$ cat config.mk
export PLATFORM = sky130hd
export DESIGN_NAME = hx8352_init_sequencer
export DESIGN_NICKNAME = d
export VERILOG_FILES = /design/src/rtl/hx8352_init_sequencer.sv
export SDC_FILE = /design/constraint.sdc
export NUM_CORES = 1
export LEC_CHECK = 0
export ABC_AREA = 1
export CAP_MARGIN = 30
export CORE_MARGIN = 4
export CORE_UTILIZATION = 50
export CTS_CLUSTER_DIAMETER = 40
export CTS_CLUSTER_SIZE = 30
export DETAILED_ROUTE_END_ITERATION = 10
export MAX_ROUTING_LAYER = met4
export PLACE_DENSITY = 0.68
export SETUP_SLACK_MARGIN = 0.05
export SYNTH_ARGS = -nofsm -noshare
export SYNTH_HDL_FRONTEND = slang
export SYNTH_SLANG_ARGS = --single-unit
export TNS_END_PERCENT = 1
$ cat constraint.sdc
create_clock -name clk -period 7.8 [get_ports clk]
set_input_delay 1.17 -clock clk [delete_from_list [all_inputs] [get_ports clk]]
set_output_delay 1.17 -clock clk [all_outputs]
set_load 0.01 [all_outputs]
$ cat src/rtl/hx8352_init_sequencer.sv
// HX8352 power-up sequencer: panel reset, register init table, GRAM window, pixel stream.
// Define HX8352_SEQ_TEST_PATTERN_EN to replace the pixel input with an 8-bar colour generator.
module hx8352_init_sequencer #(
   parameter int WIDTH             = 240,
   parameter int HEIGHT            = 400,
   parameter int DELAY_UNIT_CYCLES = 50000,
   parameter int RESET_LOW_UNITS   = 10,
   parameter int RESET_WAIT_UNITS  = 120
) (
   input  logic        clk,
   input  logic        rst,
   input  logic        bus_busy,
   output logic [15:0] bus_data,
   output logic        bus_data_command,
   output logic        bus_transfer_step,
   output logic        lcd_rst_n,
   input  logic [15:0] pixel_data,
   input  logic        pixel_valid,
   output logic        pixel_ready,
   output logic        init_done,
   output logic        frame_done
);

   localparam int UCW  = (DELAY_UNIT_CYCLES > 1) ? $clog2(DELAY_UNIT_CYCLES) : 1;
   localparam int NPIX = WIDTH * HEIGHT;
   localparam int PCW  = (NPIX > 1) ? $clog2(NPIX) : 1;
   localparam logic [15:0] COL_END = 16'(WIDTH - 1);
   localparam logic [15:0] ROW_END = 16'(HEIGHT - 1);

   localparam logic [3:0] RST_LOW   = 4'd0;
   localparam logic [3:0] RST_WAIT  = 4'd1;
   localparam logic [3:0] FETCH     = 4'd2;
   localparam logic [3:0] ISSUE     = 4'd3;
   localparam logic [3:0] WAIT_ACK  = 4'd4;
   localparam logic [3:0] WAIT_IDLE = 4'd5;
   localparam logic [3:0] DELAY     = 4'd6;
   localparam logic [3:0] WIN       = 4'd7;
   localparam logic [3:0] PIX       = 4'd8;

   localparam logic [1:0] PH_INIT = 2'd0;
   localparam logic [1:0] PH_WIN  = 2'd1;
   localparam logic [1:0] PH_PIX  = 2'd2;

   localparam logic [1:0] OP_CMD = 2'b00;
   localparam logic [1:0] OP_DAT = 2'b01;
   localparam logic [1:0] OP_DLY = 2'b10;
   localparam logic [1:0] OP_END = 2'b11;

   function automatic logic [17:0] init_rom(input logic [5:0] i);
      case (i)
         6'd0:    init_rom = {OP_CMD, 16'h0083};
         6'd1:    init_rom = {OP_DAT, 16'h0002};
         6'd2:    init_rom = {OP_CMD, 16'h0085};
         6'd3:    init_rom = {OP_DAT, 16'h0003};
         6'd4:    init_rom = {OP_DLY, 16'h000A};
         6'd5:    init_rom = {OP_CMD, 16'h008B};
         6'd6:    init_rom = {OP_DAT, 16'h0093};
         6'd7:    init_rom = {OP_CMD, 16'h008C};
         6'd8:    init_rom = {OP_DAT, 16'h0091};
         6'd9:    init_rom = {OP_CMD, 16'h0091};
         6'd10:   init_rom = {OP_DAT, 16'h0001};
         6'd11:   init_rom = {OP_CMD, 16'h0018};
         6'd12:   init_rom = {OP_DAT, 16'h0088};
         6'd13:   init_rom = {OP_CMD, 16'h0019};
         6'd14:   init_rom = {OP_DAT, 16'h0001};
         6'd15:   init_rom = {OP_DLY, 16'h0005};
         6'd16:   init_rom = {OP_CMD, 16'h0001};
         6'd17:   init_rom = {OP_DAT, 16'h0000};
         6'd18:   init_rom = {OP_CMD, 16'h001F};
         6'd19:   init_rom = {OP_DAT, 16'h0088};
         6'd20:   init_rom = {OP_DLY, 16'h0005};
         6'd21:   init_rom = {OP_CMD, 16'h0028};
         6'd22:   init_rom = {OP_DAT, 16'h0038};
         6'd23:   init_rom = {OP_DLY, 16'h0028};
         6'd24:   init_rom = {OP_CMD, 16'h0028};
         6'd25:   init_rom = {OP_DAT, 16'h003C};
         6'd26:   init_rom = {OP_CMD, 16'h0016};
         6'd27:   init_rom = {OP_DAT, 16'h0008};
         default: init_rom = {OP_END, 16'h0000};
      endcase
   endfunction

   // Entries 0..15 are CMD/DATA pairs for regs 0x02..0x09, entry 16 is GRAM write.
   function automatic logic [16:0] win_word(input logic [4:0] i);
      logic [15:0] v;
      v = 16'h0000;
      case (i[3:1])
         3'd2:    v = {8'h00, COL_END[15:8]};
         3'd3:    v = {8'h00, COL_END[7:0]};
         3'd6:    v = {8'h00, ROW_END[15:8]};
         3'd7:    v = {8'h00, ROW_END[7:0]};
         default: v = 16'h0000;
      endcase
      if (i[4])
         win_word = {1'b0, 16'h0022};
      else if (!i[0])
         win_word = {1'b0, 8'h00, {5'd0, i[3:1]} + 8'd2};
      else
         win_word = {1'b1, v};
   endfunction

   logic [3:0]     state;
   logic [1:0]     ret_ph;
   logic [5:0]     idx;
   logic [4:0]     win_idx;
   logic [UCW-1:0] unit_cnt;
   logic [15:0]    units_left;
   logic [PCW-1:0] pix_cnt;
   logic [1:0]     rom_op;
   logic [15:0]    rom_val;
   logic           tick;
   logic           src_valid;
   logic [15:0]    src_data;

   always_comb begin
      {rom_op, rom_val} = init_rom(idx);
   end

   assign tick              = (unit_cnt == UCW'(DELAY_UNIT_CYCLES - 1));
   assign bus_transfer_step = (state == ISSUE);
   assign frame_done        = (state == WAIT_IDLE) && !bus_busy &&
                              (ret_ph == PH_PIX) && (pix_cnt == PCW'(NPIX - 1));

`ifdef HX8352_SEQ_TEST_PATTERN_EN
   localparam int CW    = (WIDTH > 1) ? $clog2(WIDTH) : 1;
   localparam int BAR_W = (WIDTH / 8 > 0) ? WIDTH / 8 : 1;

   logic [CW-1:0] col_cnt;
   logic [CW-1:0] bar_cnt;
   logic [2:0]    bar_idx;
   logic          unused_pix;

   assign unused_pix  = ^{pixel_data, pixel_valid};
   assign pixel_ready = 1'b0;
   assign src_valid   = 1'b1;

   always_comb begin
      case (bar_idx)
         3'd0:    src_data = 16'hFFFF;
         3'd1:    src_data = 16'hFFE0;
         3'd2:    src_data = 16'h07FF;
         3'd3:    src_data = 16'h07E0;
         3'd4:    src_data = 16'hF81F;
         3'd5:    src_data = 16'hF800;
         3'd6:    src_data = 16'h001F;
         default: src_data = 16'h0000;
      endcase
   end

   always_ff @(posedge clk or posedge rst) begin
      if (rst) begin
         col_cnt <= '0;
         bar_cnt <= '0;
         bar_idx <= 3'd0;
      end else if (state == PIX) begin
         if (col_cnt == CW'(WIDTH - 1)) begin
            col_cnt <= '0;
            bar_cnt <= '0;
            bar_idx <= 3'd0;
         end else begin
            col_cnt <= col_cnt + 1'b1;
            if (bar_cnt == CW'(BAR_W - 1) && bar_idx != 3'd7) begin
               bar_cnt <= '0;
               bar_idx <= bar_idx + 3'd1;
            end else begin
               bar_cnt <= bar_cnt + 1'b1;
            end
         end
      end
   end
`else
   assign pixel_ready = (state == PIX);
   assign src_valid   = pixel_valid;
   assign src_data    = pixel_data;
`endif

   always_ff @(posedge clk or posedge rst) begin
      if (rst) begin
         state            <= RST_LOW;
         ret_ph           <= PH_INIT;
         idx              <= 6'd0;
         win_idx          <= 5'd0;
         unit_cnt         <= '0;
         units_left       <= 16'(RESET_LOW_UNITS);
         pix_cnt          <= '0;
         bus_data         <= 16'h0000;
         bus_data_command <= 1'b0;
         lcd_rst_n        <= 1'b0;
         init_done        <= 1'b0;
      end else begin
         case (state)
            RST_LOW, RST_WAIT, DELAY: begin
               if (tick) begin
                  unit_cnt <= '0;
                  if (units_left > 16'd1) begin
                     units_left <= units_left - 16'd1;
                  end else if (state == RST_LOW) begin
                     state      <= RST_WAIT;
                     lcd_rst_n  <= 1'b1;
                     units_left <= 16'(RESET_WAIT_UNITS);
                  end else begin
                     state <= FETCH;
                  end
               end else begin
                  unit_cnt <= unit_cnt + 1'b1;
               end
            end
            FETCH: begin
               if (idx == 6'd63 || rom_op == OP_END) begin
                  state <= WIN;
               end else begin
                  idx <= idx + 6'd1;
                  if (rom_op == OP_DLY) begin
                     // A zero delay falls straight through to the next entry.
                     if (rom_val != 16'h0000) begin
                        units_left <= rom_val;
                        unit_cnt   <= '0;
                        state      <= DELAY;
                     end
                  end else begin
                     bus_data         <= rom_val;
                     bus_data_command <= rom_op[0];
                     ret_ph           <= PH_INIT;
                     state            <= ISSUE;
                  end
               end
            end
            WIN: begin
               {bus_data_command, bus_data} <= win_word(win_idx);
               ret_ph <= PH_WIN;
               state  <= ISSUE;
            end
            ISSUE: state <= WAIT_ACK;
            WAIT_ACK: begin
               if (bus_busy) state <= WAIT_IDLE;
            end
            WAIT_IDLE: begin
               if (!bus_busy) begin
                  case (ret_ph)
                     PH_WIN: begin
                        if (win_idx == 5'd16) begin
                           win_idx   <= 5'd0;
                           init_done <= 1'b1;
                           state     <= PIX;
                        end else begin
                           win_idx <= win_idx + 5'd1;
                           state   <= WIN;
                        end
                     end
                     PH_PIX: begin
                        if (pix_cnt == PCW'(NPIX - 1)) begin
                           pix_cnt <= '0;
                           state   <= WIN;
                        end else begin
                           pix_cnt <= pix_cnt + 1'b1;
                           state   <= PIX;
                        end
                     end
                     default: state <= FETCH;
                  endcase
               end
            end
            PIX: begin
               if (src_valid) begin
                  bus_data         <= src_data;
                  bus_data_command <= 1'b1;
                  ret_ph           <= PH_PIX;
                  state            <= ISSUE;
               end
            end
            default: state <= RST_LOW;
         endcase
      end
   end

endmodule

==> flow_metrics.env <==
export IMPL_status="finished, final reports clean"
export IMPL_critical_path_class="in2out"
export IMPL_clockBufferDepth=2
export IMPL_start_util_pct=51.6
export IMPL_vias=5472
export IMPL_diodes=0
export IMPL_cts_buffers=9
export IMPL_ys_ff_latch=85
export IMPL_ir_drop_uv=190
export IMPL_synth_top_flop_cell="dfrtp_1"
export IMPL_routed_wl_um=14400
export IMPL_synth_warnings=0
export IMPL_register_area_um2=2130
export IMPL_synthMuxAreaShare_pct=0
export IMPL_synth_xor_area_share_pct=4.13
export IMPL_cts_sinks=85
export IMPL_antenna_found_initial=0
export IMPL_ant_nets=0
export IMPL_cts_hold_buf=0
export IMPL_track_usage_pct=23.2
export IMPL_whs_path_depth=0
export IMPL_grt_pass1_wl_um=24600
export IMPL_arrival_ns=2.59
export IMPL_grt_max_degree=47
export IMPL_finish_utilization_pct=58.7
export IMPL_gp_congestion=0.938
export IMPL_cts_resized=0
export IMPL_pre_cts_ws_ns=4.04
export IMPL_synth_simple_area_share_pct=36.4
export IMPL_fp_dieW_um=117
export IMPL_hold_path_class="reg2reg"
export IMPL_end_kind="output pin"
export IMPL_endpoint="frame_done"
export IMPL_cp_start_kind="primary input"
export IMPL_hold_worst_slack_ns=0.453
export IMPL_slew_violations=0
export IMPL_cts_root_buf="clkbuf_16"
export IMPL_setup_viol=0
export IMPL_worstReg2RegStart="idx[1]$_DFFE_PP0P_"
export IMPL_slew_limit_headroom_pct=53.4
export IMPL_avgSynthCellArea_um2=7.15
export IMPL_reg2reg_depth=13
export IMPL_critical_path_depth=5
export IMPL_hpwl_um=10900
export IMPL_crit_path_cell_trace="clkdlybuf4s50_1, nor2_1, nand2_1, inv_1, clkdlybuf4s50_1"
export IMPL_drt_wirelength_per_cell_um=14.2
export IMPL_critPathBufInv=3
export IMPL_drt_iter0_markers=496
export IMPL_viasPerCell=5.39
export IMPL_postPlaceCellArea_um2=6430
export IMPL_synth_edf_count=0
export IMPL_gr_total_overflow=0
export IMPL_rsz0062_at_grt="no"
export IMPL_synth_top_family_by_area="simple AND/OR/NAND/NOR gates"
export IMPL_reg2reg_to="bus_data[6]$_DFFE_PP0P_"
export IMPL_die_h_um=117
export IMPL_max_clock_freq_mhz=266
export IMPL_synthArstFlopShare_pct=100
export IMPL_drc=0
export IMPL_hold_viol_final=0
export IMPL_maxCapViolCount=0
export IMPL_netlist_area_um2=5940
export IMPL_multi_input_area_um2=3310
export IMPL_slowest_delay_ns=0.53
export IMPL_syn_inst=831
export IMPL_cp_startpoint="bus_busy"
export IMPL_drt_pass1_iter_count=5
export IMPL_ys_types=43
export IMPL_synth_fa_ha_area_share_pct=4.21
export IMPL_h_tree_depth=3
export IMPL_syn_nets=871
export IMPL_design_area_um2=6760
export IMPL_min_period_ns=3.76
export IMPL_clock_latency_ns=0.35
export IMPL_fin_crit_sh_pct=48.2
export IMPL_p_leak_nw=3.21
export IMPL_io_pins=42
export IMPL_power_density_nw_per_um2=321
export IMPL_areaGrowthSynthToFinish_pct=13.7
export IMPL_io_buffers=41
export IMPL_clk_pin_slew_ns=0.07
export IMPL_cts_tree="done"
export IMPL_fin_setup_tns_ns=0
export IMPL_tightest_slew_ns=0.699
export IMPL_critPathTopFamily="buffers and inverters"
export IMPL_reg2reg_slack_ns=5.09
export IMPL_fp_row_count=39
export IMPL_coreArea_um2=11500
export IMPL_crit_slowest_cell="clkdlybuf4s50_1"
export IMPL_finClkSkew_ns=0.00455
export IMPL_final_layout_size_suffix_gt1_share_pct=11.2
export IMPL_nets=908
export IMPL_crit_fanout=4
export IMPL_worst_slack_ns=4.04
export IMPL_post_cts_buffers=0
export IMPL_ys_seq_area_share_pct=35.8
export IMPL_n_fill_cell=1090
export IMPL_crit_top_cell="clkdlybuf4s50_1"
export IMPL_grt_pass1_vias=5248
export IMPL_synth_compound_area_share_pct=11.0
export IMPL_die_area_um2=13700
export IMPL_worstPathRequired_ns=6.63
## metal layers
metal  up-vias  track usage (%)  routed length [um]
met4         0             6.80                 187
met5         -                -                   0
met2       127             37.7                6820
met3        15             2.98                 584
met1      2549             30.4                6810
li1       2781                -                   -
## cells in the final DEF, fill, tap and decap left out, drive strengths merged
| cell type | n |
|---|---|
| nand3b | 2 |
| o31ai | 2 |
| nor3 | 28 |
| xor2 | 21 |
| buf | 2 |
| or2 | 3 |
| o21a | 1 |
| nor4 | 4 |
| nand2 | 254 |
| xnor2 | 7 |
| nand3 | 56 |
| clkinv | 3 |
| clkinvlp | 1 |
| bufinv | 2 |
| clkdlybuf4s50 | 41 |
| nand4 | 30 |
| o221ai | 3 |
| nor2 | 97 |
| dfrtp | 83 |
| a21oi | 20 |
| a41oi | 2 |
| o211ai | 4 |
| dfstp | 2 |
| ha | 20 |
| o22ai | 3 |
| clkbuf | 9 |
| o21ai | 67 |
| a31oi | 2 |
| inv | 103 |
| a22oi | 1 |
## synthesized netlist by cell type (2+ instances only)
cell,count,area (um^2)
a21oi_1,18,90.1
a31oi_1,2,12.5
a41oi_1,2,17.5
buf_2,5,25.0
buf_6,6,67.6
clkbuf_1,5,18.8
dfrtp_1,83,2080
dfstp_2,2,52.6
ha_1,20,250
inv_1,83,312
inv_2,18,67.6
nand2_1,241,905
nand2_2,12,75.1
nand3_1,51,255
nand3_2,3,30.0
nand3_4,2,35.0
nand3b_1,2,15.0
nand4_1,29,181
nor2_1,85,319
nor2_2,7,43.8
nor2_4,5,56.3
nor3_1,23,115
nor3_2,4,40.0
nor4_1,4,25.0
o211ai_1,4,30.0
o21ai_0,27,135
o21ai_1,22,110
o21ai_2,18,158
o221ai_1,3,26.3
o22ai_1,3,18.8
o31ai_1,2,15.0
or2_2,3,18.8
xnor2_1,7,61.3
xor2_1,21,184
## per-stage QoR
stage | cells | power, mW
4_1_cts | 1016 | 2.18
2_1_floorplan | 831 | 1.48
5_1_grt | 1016 | 2.36
3_5_place_dp | 1000 | 1.69
6_report | 1016 | 2.17
3_3_place_gp | 1000 | 1.67
## worst min path at each step
| stage | to | from | slack (ns) |
|---|---|---|---|
| 3_5_place_dp | idx[5]$_DFFE_PP0P_ | idx[5]$_DFFE_PP0P_ | 0.44 |
| 4_1_cts | idx[5]$_DFFE_PP0P_ | idx[5]$_DFFE_PP0P_ | 0.45 |
| 3_3_place_gp | idx[5]$_DFFE_PP0P_ | idx[5]$_DFFE_PP0P_ | 0.44 |
| 2_1_floorplan | pix_cnt[15]$_DFFE_PP0P_ | pix_cnt[15]$_DFFE_PP0P_ | 0.46 |
| 5_1_grt | idx[5]$_DFFE_PP0P_ | idx[5]$_DFFE_PP0P_ | 0.48 |
| 6_report | idx[5]$_DFFE_PP0P_ | idx[5]$_DFFE_PP0P_ | 0.45 |
## cell type report
| class | instances | area share (%) |
|---|---|---|
| Clock inverter | 7 | 1.55 |
| Timing Repair Buffer | 43 | 6.29 |
| Inverter | 102 | 5.68 |
| Tap cell | 143 | 2.65 |
| Multi-Input combinational cell | 627 | 49.0 |
| Clock buffer | 9 | 3.33 |
| Sequential cell | 85 | 31.5 |
## logic make-up after synthesis
kind of cell             after synthesis
AO/OA/AOI/OAI                        105
AND/OR/NAND/NOR                      474
flip-flops                            85
XOR/XNOR                              28
adder cells (fa/ha/maj)               20
buffers and inverters                119
## sequential cells by signal, indices dropped and copies added, names as in the netlist
register          count
bus_data_command      1
bus_data             16
pix_cnt              17
unit_cnt             16
init_done             1
lcd_rst_n             1
units_left           16
idx                   6
ret_ph                2
state                 4
win_idx               5
## report_power, final
part	leakage [nW]	internal (mW)	switching (mW)
combinational	1.97	0.352	0.704
clock	0.159	0.286	0.198
sequential	1.08	0.530	0.100
No activity file was read; power rests on OpenSTA's default activity.
